### src/rtl/mem_wb_port.sv
// mem_wb_port: M-stage data-memory access and M/W pipeline register with
// W-stage load extraction and register-file write-back.
//
// The M side is purely combinational: the external memory samples the
// byte enables and replicated store data at the same posedge that moves
// the instruction into W. The raw memory word is captured into the M/W
// register alongside the control fields. Load alignment and sign/zero
// extension are done in W.

module mem_wb_port #(
    parameter logic [31:0] PC_RESET = 32'h0000_0000
) (
    input  logic        clk,
    input  logic        reset,

    // M-stage instruction
    input  logic        m_valid,
    input  logic [31:0] m_pc,
    input  logic [3:0]  m_op,
    input  logic [31:0] m_addr,
    input  logic [31:0] m_store_data,
    input  logic        m_reg_we,
    input  logic [4:0]  m_rd,
    input  logic [31:0] m_alu_result,

    // external data-memory port
    output logic [31:0] m_data_addr,
    output logic [31:0] m_data_wdata,
    output logic [3:0]  m_data_byteen,
    input  logic [31:0] m_data_rdata,
    output logic [31:0] m_inst_addr,
    output logic        m_align_err,

    // W-stage register-file write port and trace
    output logic        w_grf_we,
    output logic [4:0]  w_grf_addr,
    output logic [31:0] w_grf_wdata,
    output logic [31:0] w_inst_addr
);

    // Memory operation encoding; 9..15 behave like OP_NONE.
    localparam logic [3:0] OP_NONE = 4'd0;
    localparam logic [3:0] OP_LW   = 4'd1;
    localparam logic [3:0] OP_LH   = 4'd2;
    localparam logic [3:0] OP_LHU  = 4'd3;
    localparam logic [3:0] OP_LB   = 4'd4;
    localparam logic [3:0] OP_LBU  = 4'd5;
    localparam logic [3:0] OP_SW   = 4'd6;
    localparam logic [3:0] OP_SH   = 4'd7;
    localparam logic [3:0] OP_SB   = 4'd8;

    // ------------------------------------------------------------------
    // M stage: decode and alignment
    // ------------------------------------------------------------------
    logic [1:0] m_off;
    logic       m_is_load;
    logic       m_is_store;
    logic       m_misaligned;

    assign m_off = m_addr[1:0];

    // Classify the op and flag accesses that cross their natural boundary.
    always_comb begin
        m_is_load    = 1'b0;
        m_is_store   = 1'b0;
        m_misaligned = 1'b0;
        case (m_op)
            OP_LW: begin
                m_is_load    = 1'b1;
                m_misaligned = (m_off != 2'b00);
            end
            OP_LH, OP_LHU: begin
                m_is_load    = 1'b1;
                m_misaligned = m_off[0];
            end
            OP_LB, OP_LBU: begin
                m_is_load    = 1'b1;
            end
            OP_SW: begin
                m_is_store   = 1'b1;
                m_misaligned = (m_off != 2'b00);
            end
            OP_SH: begin
                m_is_store   = 1'b1;
                m_misaligned = m_off[0];
            end
            OP_SB: begin
                m_is_store   = 1'b1;
            end
            default: begin
                m_is_load    = 1'b0;
                m_is_store   = 1'b0;
                m_misaligned = 1'b0;
            end
        endcase
    end

    assign m_align_err = m_valid & m_misaligned;
    assign m_data_addr = m_addr;
    assign m_inst_addr = m_pc;

    // ------------------------------------------------------------------
    // M stage: store lane replication and byte enables
    // ------------------------------------------------------------------
    logic [31:0] sb_wdata;
    logic [31:0] sh_wdata;
    logic [3:0]  sb_lane_en;
    logic [3:0]  sh_lane_en;

    // Each lane carries the byte (or half-lane) it would receive for a
    // sub-word store, so the enables alone pick the destination bytes.
    generate
        for (genvar gi = 0; gi < 4; gi++) begin : g_store_lane
            assign sb_wdata[8*gi +: 8] = m_store_data[7:0];
            assign sh_wdata[8*gi +: 8] = m_store_data[8*(gi%2) +: 8];
            assign sb_lane_en[gi]      = (m_off == 2'(gi));
            assign sh_lane_en[gi]      = (m_off[1] == ((gi / 2) != 0));
        end
    endgenerate

    // Drive the memory write port; anything that is not a legal store
    // leaves all byte enables low and passes the raw store data through.
    always_comb begin
        m_data_byteen = 4'b0000;
        m_data_wdata  = m_store_data;
        if (m_valid && !m_misaligned) begin
            case (m_op)
                OP_SW: begin
                    m_data_byteen = 4'b1111;
                    m_data_wdata  = m_store_data;
                end
                OP_SH: begin
                    m_data_byteen = sh_lane_en;
                    m_data_wdata  = sh_wdata;
                end
                OP_SB: begin
                    m_data_byteen = sb_lane_en;
                    m_data_wdata  = sb_wdata;
                end
                default: begin
                    m_data_byteen = 4'b0000;
                    m_data_wdata  = m_store_data;
                end
            endcase
        end
    end

    // ------------------------------------------------------------------
    // M/W pipeline register
    // ------------------------------------------------------------------
    logic        valid_reg,      valid_next;
    logic [3:0]  op_reg,         op_next;
    logic [1:0]  off_reg,        off_next;
    logic [4:0]  rd_reg,         rd_next;
    logic        reg_we_reg,     reg_we_next;
    logic [31:0] alu_result_reg, alu_result_next;
    logic [31:0] pc_reg,         pc_next;
    logic [31:0] raw_reg,        raw_next;
    logic        err_reg,        err_next;

    // Next-state of the M/W register. A store never writes the GRF even
    // if reg_we is (illegally) set, so the enable is masked at capture.
    always_comb begin
        valid_next      = m_valid;
        op_next         = m_op;
        off_next        = m_off;
        rd_next         = m_rd;
        reg_we_next     = m_reg_we & ~m_is_store;
        alu_result_next = m_alu_result;
        pc_next         = m_pc;
        raw_next        = m_data_rdata;
        err_next        = m_align_err;
    end

    // The register advances every cycle; reset drops whatever was in M.
    always_ff @(posedge clk) begin
        if (reset) begin
            valid_reg      <= 1'b0;
            op_reg         <= OP_NONE;
            off_reg        <= 2'b00;
            rd_reg         <= 5'd0;
            reg_we_reg     <= 1'b0;
            alu_result_reg <= 32'd0;
            pc_reg         <= PC_RESET;
            raw_reg        <= 32'd0;
            err_reg        <= 1'b0;
        end else begin
            valid_reg      <= valid_next;
            op_reg         <= op_next;
            off_reg        <= off_next;
            rd_reg         <= rd_next;
            reg_we_reg     <= reg_we_next;
            alu_result_reg <= alu_result_next;
            pc_reg         <= pc_next;
            raw_reg        <= raw_next;
            err_reg        <= err_next;
        end
    end

    // ------------------------------------------------------------------
    // W stage: load extraction
    // ------------------------------------------------------------------
    logic [7:0]  raw_byte [4];
    logic [15:0] raw_half [2];
    logic [7:0]  sel_byte;
    logic [15:0] sel_half;
    logic [31:0] load_value;
    logic        w_is_load;

    generate
        for (genvar gi = 0; gi < 4; gi++) begin : g_raw_byte
            assign raw_byte[gi] = raw_reg[8*gi +: 8];
        end
        for (genvar gi = 0; gi < 2; gi++) begin : g_raw_half
            assign raw_half[gi] = raw_reg[16*gi +: 16];
        end
    endgenerate

    assign sel_byte = raw_byte[off_reg];
    assign sel_half = raw_half[off_reg[1]];

    // Pick the addressed byte/half out of the captured word and extend it.
    always_comb begin
        load_value = raw_reg;
        w_is_load  = 1'b1;
        case (op_reg)
            OP_LW:   load_value = raw_reg;
            OP_LH:   load_value = {{16{sel_half[15]}}, sel_half};
            OP_LHU:  load_value = {16'd0, sel_half};
            OP_LB:   load_value = {{24{sel_byte[7]}}, sel_byte};
            OP_LBU:  load_value = {24'd0, sel_byte};
            default: w_is_load  = 1'b0;
        endcase
    end

    // ------------------------------------------------------------------
    // W stage: register-file write-back and trace
    // ------------------------------------------------------------------
    // Writes to $zero are suppressed here so the GRF need not filter them.
    always_comb begin
        w_grf_we    = valid_reg & ~err_reg & (w_is_load | reg_we_reg) & (rd_reg != 5'd0);
        w_grf_addr  = rd_reg;
        w_grf_wdata = w_is_load ? load_value : alu_result_reg;
        w_inst_addr = pc_reg;
    end

endmodule

### config.mk
export PLATFORM = sky130hd
export DESIGN_NAME = mem_wb_port
export DESIGN_NICKNAME = d
export VERILOG_FILES = /design/src/rtl/mem_wb_port.sv
export SDC_FILE = /design/constraint.sdc
export NUM_CORES = 1
export LEC_CHECK = 0
export CAP_MARGIN = 20
export CORE_AREA = 2 2 132 134
export CTS_CLUSTER_SIZE = 24
export DETAILED_ROUTE_END_ITERATION = 10
export DIE_AREA = 0 0 134 136
export PLACE_DENSITY_LB_ADDON = 0.3
export SYNTH_ARGS = -nofsm -noshare
export SYNTH_HDL_FRONTEND = slang
export SYNTH_SLANG_ARGS = --single-unit
### constraint.sdc
create_clock -name clk -period 4.95 [get_ports clk]
set_clock_uncertainty 0.1 [all_clocks]
set_input_delay 0.99 -clock clk [delete_from_list [all_inputs] [get_ports clk]]
set_output_delay 0.99 -clock clk [all_outputs]
set_load 0.02 [all_outputs]
==> metrics.cfg <==
[placed_design]
io_buffers=283
gp_congestion=0.811
preCtsSetupSlack_ns=0.368
post-dp-hpwl_um=13100

[global_routing]
first_global_vias=4699
grt_overflow_total=0
track_usage_pct=18.4
grt_max_degree=110
grt_pass1_wl_um=25800
antenna_found_initial=1

[pwr]
powerDensity_nw_per_um2=285
power.switching_w=0.000650
peakVddDrop_v=0.000176
netSwitchingFraction_pct=28.9
power_frac_seq_pct=42.7
power.share.clock_pct=32.0
p_int_w=0.00160
p_total_w=0.00225
leakagePower_nw=2.94
power_frac_comb_pct=25.3

[synthesis]
synth-xor-area-share_pct=0.172
synth-seq-area-share_pct=43.3
synth_fp_nets=714
synth-adder-area-share_pct=0
syn_inst=541
synth_top_family_by_area=simple AND/OR/NAND/NOR gates
yosysWarnings=0
yosys-top-cells-area=dfxtp_1, nor2b_1, buf_4, mux2_2, a221o_1
synth.distinct_cells=43
synth_edf_count=0
ys_ff_latch=110
synth-async-reset-ratio_pct=0
syn_area_sq_um=5090
muxShareOfSynthArea_pct=4.58
synth-main-ff-cell=dfxtp_1
yosysTopAreaCellShare_pct=43.3
syn_avg_cell_area_sq_um=9.40
synth_compound_area_share_pct=16.7
synth_simple_gate_area_share_pct=21.0
yosysTopAreaCell=dfxtp_1

[detailed_routing]
dr.pass1.iters=4
met2_length_um=8710
vias=4526
antenna_left=0
drc_errors=0
drt_iter0_markers=145
wl_met1_um=6550
wl_per_cell_um=17.6
drt_wl_total_um=17000
dr_wl_met3_um=1300
vias_per_cell=4.69
maxUsedRoutingLayer=met5

[critical_path]
startpoint_type=primary input
path_class=primary input to output pin
critPathRequiredTime_ns=3.86
end_kind=output pin
cp.arrival_ns=3.54
critPathMaxFanout=12

[timing]
setup_ws_ns=0.318
finalCriticalPeriod_ns=4.63
final-setup-viol-count=0
fmax_mhz=216
holdWs_ns=0.962
finalSetupTns_ns=0
tightestPinTransition_ns=0.807
relSlewSlack_pct=46.1
rsz0062_at_grt=no
slew_violations=0
finalCritPeriodShare_pct=93.6
hold_violations=0

[cts]
cts_buffer_depth=2
h-tree-depth=3
clkTransAtPathRegs_ns=0.08
cts_buffers=9
cts.repair.resized=0
clkSinkCount=110
cts_hold_buf=0
clock-root-buffer=clkbuf_16
cts_setup_buffers=0
cts_tree=built

[job]
cap_viol_max_count=0

[finish]
drive_gt1_share_pct=6.22
fill_cells=1583
syn_to_final_growth_pct=55.0
fin_util_pct=46.7
num_antenna_cells=0
register_area_sq_um=2200
multi_input_area_sq_um=2170
finalNetCount=908

[hold_path]
hp-start=reset
hold_end=w_inst_addr[11]
hold_path_class=primary input to flop
worstHoldPathCells=2

[die]
rows=48
ios=344
die_x_um=134
die_area_sq_um=18200
initial_utilization_pct=30.1
core_region_area_sq_um=16900
fp.dieH_um=136

[status]
status=finished clean

[power groups by stage]
stage | registers, W | clock network, W | logic (W)
5_1_grt | 0.000967 | 0.000783 | 0.000606
2_1_floorplan | 0.000987 | 0 | 0.000301
6_report | 0.000961 | 0.000719 | 0.000570
4_1_cts | 0.000961 | 0.000745 | 0.000573
3_3_place_gp | 0.000981 | 0 | 0.000567
3_5_place_dp | 0.000982 | 0 | 0.000568
[logic make-up after synthesis]
logic type / after synthesis
AO/OA/AOI/OAI: 113
XOR/XNOR: 1
buffers and inverters: 116
flip-flops: 110
multiplexers: 19
AND/OR/NAND/NOR: 182
[cell usage after synthesis (2+ instances only)]
library cell	instances
a21o_1	2
nand3b_1	9
inv_1	11
nand2_1	22
nand3_1	2
clkbuf_1	26
a221oi_1	7
o31ai_1	7
a22o_1	16
mux2_2	16
buf_4	74
nand2b_1	3
a22oi_1	15
o2bb2ai_1	10
buf_2	3
o21ai_0	17
nor2b_1	107
a221o_1	16
a31oi_1	2
a21oi_1	15
nor2_1	25
dfxtp_1	110
nor3b_1	5
mux2_4	2
[per-layer routing]
layer  up-vias  track usage, %
met3        33            5.18
met1      2097            20.8
met5         -               0
met4         2            6.03
li1       2185               -
met2       209            33.4
[layout make-up]
cell class / instances / share of cell area (%)
Clock inverter: 7 / 0.984
Sequential cell: 110 / 27.9
Clock buffer: 9 / 2.86
Multi-Input combinational cell: 315 / 27.5
Tap cell: 225 / 3.57
Timing Repair Buffer: 288 / 36.6
Inverter: 11 / 0.524
[how the worst max path moves through the flow]
stage / startpoint / end / slack (ns) / cells past startpoint
finish: m_op[0] / m_data_wdata[31] / 0.32 / 6
global route: m_op[0] / m_data_wdata[31] / 0.19 / 6
CTS: m_op[0] / m_data_wdata[31] / 0.35 / 6
detailed placement: m_op[0] / m_data_wdata[31] / 0.37 / 6
global placement: m_op[0] / m_data_wdata[31] / 0.47 / 6
floorplan: m_op[1] / m_data_wdata[22] / 1.57 / 5
[stage by stage]
stage	std cells	area, sq um
detailed placement	948	7550
finish	965	7880
global placement	948	7550
CTS	964	7850
floorplan	541	5090
global route	965	7880
[placed cells by master, fill, tap and decap left out, types with 2 or more instances in the layout]
master           instances
a21o_1                   2
a21oi_1                 15
a221o_1                 16
a221oi_1                 7
a22o_1                  16
a22oi_1                 15
a31oi_1                  2
buf_4                    5
clkbuf_16                9
clkdlybuf4s50_1        282
clkinv_8                 2
dfxtp_1                110
inv_1                   11
inv_6                    2
mux2_2                  16
mux2_4                   2
nand2_1                 22
nand2b_1                 3
nand3_1                  2
nand3b_1                 9
nor2_1                  25
nor2b_1                107
nor3b_1                  5
o21ai_0                 17
o2bb2ai_1               10
o31ai_1                  7
[worst max-delay path: stages]
cell             delay, ns
clkdlybuf4s50_1       0.61
and3b_1               0.23
o211ai_1              0.28
nand3_1               0.45
o2bb2ai_1             0.31
clkdlybuf4s50_1       0.66
Power figures use the tool's default switching activity.
